### src/rtl/layer_compositor.sv
// rtl/layer_compositor.sv - two-stage priority layer compositor with runtime palettes and collision flags
//
// Ports:
//   Clk, Reset_n          : clock, asynchronous active-low reset
//   in_valid              : pixel inputs valid this cycle
//   layer_hit, layer_en   : per-layer sprite-box hit and enable mask
//   layer_idx             : per-layer palette index, layer k in [k*IDX_W +: IDX_W]
//   bg_color              : {R,G,B} used when no layer is opaque
//   pal_we/pal_layer/pal_addr/pal_data : palette write port
//   coll_clr              : clears sticky collision flags
//   out_valid, VGA_R/G/B  : composited colour, 2 cycles after the pixel
//   out_layer             : winning layer, NUM_LAYERS = background
//   coll_flags            : sticky layer0-vs-layer k collision flags (bit 0 always 0)
module layer_compositor #(
    parameter int NUM_LAYERS = 4,
    parameter int IDX_W      = 4,
    parameter int COLOR_W    = 8,
    localparam int LAYER_W   = $clog2(NUM_LAYERS + 1),
    localparam int SEL_W     = (NUM_LAYERS > 1) ? $clog2(NUM_LAYERS) : 1
) (
    input  logic                        Clk,
    input  logic                        Reset_n,
    input  logic                        in_valid,
    input  logic [NUM_LAYERS-1:0]       layer_hit,
    input  logic [NUM_LAYERS*IDX_W-1:0] layer_idx,
    input  logic [NUM_LAYERS-1:0]       layer_en,
    input  logic [3*COLOR_W-1:0]        bg_color,
    input  logic                        pal_we,
    input  logic [SEL_W-1:0]            pal_layer,
    input  logic [IDX_W-1:0]            pal_addr,
    input  logic [3*COLOR_W-1:0]        pal_data,
    input  logic                        coll_clr,
    output logic                        out_valid,
    output logic [COLOR_W-1:0]          VGA_R,
    output logic [COLOR_W-1:0]          VGA_G,
    output logic [COLOR_W-1:0]          VGA_B,
    output logic [LAYER_W-1:0]          out_layer,
    output logic [NUM_LAYERS-1:0]       coll_flags
);

    localparam int DEPTH = 2 ** IDX_W;
    localparam logic [LAYER_W-1:0] BG_LAYER = LAYER_W'(NUM_LAYERS);

    // Palette kept in flops so reset can clear every entry to black.
    logic [3*COLOR_W-1:0] pal_mem [NUM_LAYERS][DEPTH];

    logic [NUM_LAYERS-1:0] opaque;
    logic [LAYER_W-1:0]    win_layer;
    logic [IDX_W-1:0]      win_idx;

    logic                  s1_valid;
    logic [LAYER_W-1:0]    s1_layer;
    logic [IDX_W-1:0]      s1_idx;
    logic [3*COLOR_W-1:0]  s1_bg;
    logic [NUM_LAYERS-1:0] s1_opaque;

    logic [3*COLOR_W-1:0]  s2_color;

    // Scan from the lowest priority upward so the lowest-numbered opaque layer wins.
    always_comb begin
        win_layer = BG_LAYER;
        win_idx   = '0;
        for (int k = 0; k < NUM_LAYERS; k++) begin
            opaque[k] = layer_hit[k] & layer_en[k] & (layer_idx[k*IDX_W +: IDX_W] != '0);
        end
        for (int k = NUM_LAYERS - 1; k >= 0; k--) begin
            if (opaque[k]) begin
                win_layer = LAYER_W'(k);
                win_idx   = layer_idx[k*IDX_W +: IDX_W];
            end
        end
    end

    always_ff @(posedge Clk or negedge Reset_n) begin
        if (!Reset_n) begin
            s1_valid  <= 1'b0;
            s1_layer  <= BG_LAYER;
            s1_idx    <= '0;
            s1_bg     <= '0;
            s1_opaque <= '0;
        end else begin
            s1_valid  <= in_valid;
            s1_layer  <= win_layer;
            s1_idx    <= win_idx;
            s1_bg     <= bg_color;
            s1_opaque <= opaque;
        end
    end

    // Reads the pre-edge palette contents, so a same-edge write is seen one pixel later.
    always_comb begin
        if (s1_layer == BG_LAYER) begin
            s2_color = s1_bg;
        end else begin
            s2_color = pal_mem[s1_layer[SEL_W-1:0]][s1_idx];
        end
    end

    always_ff @(posedge Clk or negedge Reset_n) begin
        if (!Reset_n) begin
            for (int l = 0; l < NUM_LAYERS; l++) begin
                for (int a = 0; a < DEPTH; a++) begin
                    pal_mem[l][a] <= '0;
                end
            end
        end else if (pal_we && (int'(pal_layer) < NUM_LAYERS)) begin
            pal_mem[pal_layer][pal_addr] <= pal_data;
        end
    end

    always_ff @(posedge Clk or negedge Reset_n) begin
        if (!Reset_n) begin
            out_valid <= 1'b0;
            VGA_R     <= '0;
            VGA_G     <= '0;
            VGA_B     <= '0;
            out_layer <= BG_LAYER;
        end else begin
            out_valid <= s1_valid;
            if (s1_valid) begin
                {VGA_R, VGA_G, VGA_B} <= s2_color;
                out_layer             <= s1_layer;
            end else begin
                {VGA_R, VGA_G, VGA_B} <= '0;
                out_layer             <= BG_LAYER;
            end
        end
    end

    // Set takes precedence over clear on the same edge.
    always_ff @(posedge Clk or negedge Reset_n) begin
        if (!Reset_n) begin
            coll_flags <= '0;
        end else begin
            coll_flags[0] <= 1'b0;
            for (int k = 1; k < NUM_LAYERS; k++) begin
                coll_flags[k] <= (coll_flags[k] & ~coll_clr)
                               | (s1_valid & s1_opaque[0] & s1_opaque[k]);
            end
        end
    end

endmodule

### config.mk
export PLATFORM = sky130hd
export DESIGN_NAME = layer_compositor
export DESIGN_NICKNAME = d
export VERILOG_FILES = /design/src/rtl/layer_compositor.sv
export SDC_FILE = /design/constraint.sdc
export NUM_CORES = 2
export LEC_CHECK = 0
export ABC_CLOCK_PERIOD_IN_PS = 3870
export BUFFER_PORTS_ARGS = -buffer_cell sky130_fd_sc_hd__buf_4
export CAP_MARGIN = 40
export CORE_MARGIN = 1
export CORE_UTILIZATION = 56
export CTS_BUF_LIST = sky130_fd_sc_hd__clkbuf_16
export CTS_CLUSTER_DIAMETER = 60
export DETAILED_ROUTE_END_ITERATION = 8
export PLACE_DENSITY = 0.74
export SLEW_MARGIN = 10
export SYNTH_ARGS = -nofsm -noshare
export SYNTH_HDL_FRONTEND = slang
export SYNTH_SLANG_ARGS = --single-unit
### constraint.sdc
create_clock -name Clk -period 3.87 [get_ports Clk]
set_input_delay 0.5805 -clock Clk [delete_from_list [all_inputs] [get_ports Clk]]
set_output_delay 0.5805 -clock Clk [all_outputs]
set_load 0.1 [all_outputs]
==> impl_metrics.yaml <==
outcome:
  status: "finished, final reports clean"
global_route:
  grt_use_total: 0.298
  grt_pass1_wl_um: 287000
  grt_pass1_vias: 43628
  grt_max_degree: 143
  gr-total-overflow: 0
  antenna_found_initial: 19
synthesis:
  ys_types: 47
  syn-num-nets: 4737
  synth-seq-cells: 1603
  synth.avg_cell_area_sq_um: 15.4
  ys.flop_type: "dfrtp_1"
  yosysSeqAreaShare: 0.560
  synth_edf_count: 0
  async_reset_ff_frac: 1.00
  synth_top_area_frac: 0.560
  yosysWarnings: 0
  yosysTopAreaCell: "dfrtp_1"
  synth.area.top_cells: "dfrtp_1 (56%), mux2_2 (24%), mux4_2 (8.8%)"
  synthCells: 4654
  syn_area_sq_mm: 0.0716
finish:
  area_growth_pct: 11.4
  nets: 4755
  num-fill-cells: 9188
  final_cells: 6456
  drive_gt1_frac: 0.492
pwr:
  p_switching_uw: 10700
  power.density_mw_per_mm2: 519
  combPwrFrac: 0.145
  clkPwrFrac: 0.369
  p_sw_frac: 0.258
  vdd_drop_max_mv: 0.454
  leakagePower_uw: 0.0372
  intPower_uw: 30700
  seq_power_share: 0.486
clock_network:
  htreeDepth: 4
  cts-root-buf: "clkbuf_16"
  cts.sinks: 1603
  cts_buffer_depth: 3
  path_clk_slew_ns: 0.06
  cts_tree: "done"
  clk_latency_ns: 0.81
  cts_buffers: 165
critical_path:
  worstPathArrival_ns: 4.08
  cp.required_ns: 4.54
  r2r_cells: 6
  r2r-start: "s1_layer[0]"
  max_stage_delay_ns: 0.64
  worstSetupPathType: "flip-flop to flip-flop"
  reg2reg_slack_ns: 0.46
  crit_chain: "buf_12 -> mux4_2 -> a22o_1 -> a221oi_1 -> a31oi_1 -> or3_1"
  crit_fanout: 30
  worst_path_max_delay_cell: "dfrtp_4"
  reg2reg_to: "VGA_B[3]"
  cp-end-kind: "flip-flop"
  startpoint_type: "flip-flop"
worst_hold_path:
  min_to: "s1_idx[0]"
  hp-class: "input port to flip-flop"
  min_path_cells: 2
  hp-start: "layer_en[0]"
place:
  gp_congestion: 0.880
  io_buffers: 113
  post-dp-hpwl_um: 111000
  placed_cells: 6126
sta:
  rsz0062_at_grt: "no"
  timing.fmax_mhz: 293
  max-slew-margin-rel: 0.309
  clock_skew_ns: 0.0300
  setup_tns_ns: 0
  post-route-period-util: 0.882
  finalCriticalPeriod_ns: 3.41
  worst_pin_slew_ns: 1.03
  hold_viol: 0
  report.final.slew_viol_count: 0
  finalSetupViolations: 0
routing:
  vias_per_cell: 6.49
  via_count: 41919
  drt-total-wl_um: 189000
  wl_per_cell_um: 29.3
  drt_iter0_drc: 3869
  antenna_left: 0
  drc: 0
  drtPass1Iterations: 5
floorplanning:
  die_h_um: 360
  core_sq_mm: 0.126
  io_pins: 115
  die-area_sq_mm: 0.129
  num_rows: 130
  initial_core_util: 0.567
  chipWidth_um: 360
run:
  drv_cap: 0
==> registers in the layout, summed over array words and instances, names as in the netlist <==
name / count
s1_valid: 1
s1_bg: 24
out_layer: 3
s1_opaque: 4
VGA_R: 8
pal_mem: 1536
coll_flags: 3
out_valid: 1
s1_idx: 4
VGA_G: 8
s1_layer: 3
VGA_B: 8
==> power by group through the flow <==
stage | logic [uW] | clock network (uW) | registers [uW]
after floorplan | 4150 | 0 | 20100
after detailed placement | 5990 | 0 | 20300
after global routing | 6420 | 16200 | 20300
final | 6010 | 15300 | 20100
after CTS | 6030 | 15500 | 20100
after global placement | 5830 | 0 | 20200
==> cell usage after synthesis, types with 3 or more instances <==
| cell type | instances |
|---|---|
| nor3b_1 | 3 |
| buf_2 | 82 |
| mux2_1 | 14 |
| mux4_2 | 279 |
| nor3_1 | 7 |
| a22oi_1 | 168 |
| buf_1 | 44 |
| a22o_1 | 24 |
| a21oi_1 | 25 |
| inv_1 | 4 |
| nand3_1 | 52 |
| o211ai_1 | 24 |
| mux2_2 | 1522 |
| a31oi_1 | 24 |
| nor2b_1 | 7 |
| clkbuf_1 | 311 |
| nand2_1 | 79 |
| and2_1 | 5 |
| dfrtp_1 | 1601 |
| mux2i_1 | 217 |
| or2_2 | 3 |
| nand2b_1 | 5 |
| nor4_1 | 5 |
| or3_1 | 25 |
| nor2_1 | 36 |
| a32o_1 | 3 |
| mux4_1 | 9 |
| o21ai_0 | 6 |
| a221oi_2 | 9 |
| and3_1 | 3 |
| a221oi_1 | 15 |
| buf_6 | 13 |
| buf_4 | 11 |
==> layout make-up <==
class / instances / area, sq um / area share
Inverter: 4 / 15.0 / 0.000188
Clock buffer: 167 / 4180 / 0.0524
Multi-Input combinational cell: 2585 / 29600 / 0.371
Antenna cell: 1 / 2.50 / 0.0000314
Clock inverter: 133 / 963 / 0.0121
Timing Repair Buffer: 313 / 2840 / 0.0357
Sequential cell: 1603 / 40100 / 0.503
Tap cell: 1650 / 2060 / 0.0259
==> placed cells by master (no fill, tap or decap), types with 6 or more instances in the layout <==
cell type and instances:
nand3_1 52, mux2i_1 217, a21oi_1 25, a221oi_1 15, buf_12 33, a22oi_1 168, a22o_1 24, mux4_2 279
bufinv_16 12, dlygate4sd3_1 27, mux2_2 1522, nor2_1 13, inv_1 30, o21ai_0 6, a221oi_2 9, nor2_2 21
nor3_1 7, dfrtp_1 1598, mux2_1 14, nand2_1 79, clkbuf_16 167, inv_6 6, or3_1 25, clkinv_1 49
o211ai_1 24, clkinv_2 32, mux4_1 9, a31oi_1 24, buf_4 250
==> logic make-up after synthesis <==
family	share of synthesized area
mux	0.363
flops	0.560
buf+inv	0.0280
compound gates	0.0321
simple gates	0.0162
other cells	0.0000524
==> per-layer routing <==
metal	part of all wire	vias to the layer above	global-route usage
met4	0.033	14	0.104
met3	0.069	326	0.0595
met5	0.00048	-	0
met2	0.46	1353	0.452
met1	0.44	22873	0.432
li1	-	17353	-
==> stage by stage <==
stage                      util  setup slack, ns  hold slack [ns]  instance area [sq um]  total power (uW)
final                     0.632            0.458           0.0659                  79800             41400
after global routing      0.632            0.463           0.0372                  79800             43000
after CTS                 0.632            0.513           0.0168                  79700             41600
after detailed placement  0.589            0.532            0.472                  74300             26300
after global placement    0.589            0.563            0.462                  74300             26100
after floorplan               -             1.55            0.285                  71600             24300
==> worst max-delay path, delay by kind of cell (launching register included) <==
family / cells / cell delay (ns)
compound gates: 3 / 1.30
buf+inv: 1 / 0.32
flops: 1 / 0.64
mux: 1 / 0.54
simple gates: 1 / 0.46
==> timing repair <==
item / in CTS / in global routing
hold buffers: 27 / 0
hold endpoints to repair: 92 / 0
buffers inserted: 0 / 0
gates resized for setup: 0 / 0
==> worst max path at each step <==
stage | start | end | slack, ns
after CTS | s1_layer[0] | VGA_B[3] | 0.51
after detailed placement | s1_layer[0] | VGA_B[3] | 0.53
after global routing | s1_layer[0] | VGA_B[3] | 0.46
final | s1_layer[0] | VGA_B[3] | 0.46
after floorplan | pal_addr[3] | pal_mem[195] | 1.55
after global placement | s1_layer[0] | VGA_B[3] | 0.56
No activity file was read; power rests on OpenSTA's default activity.
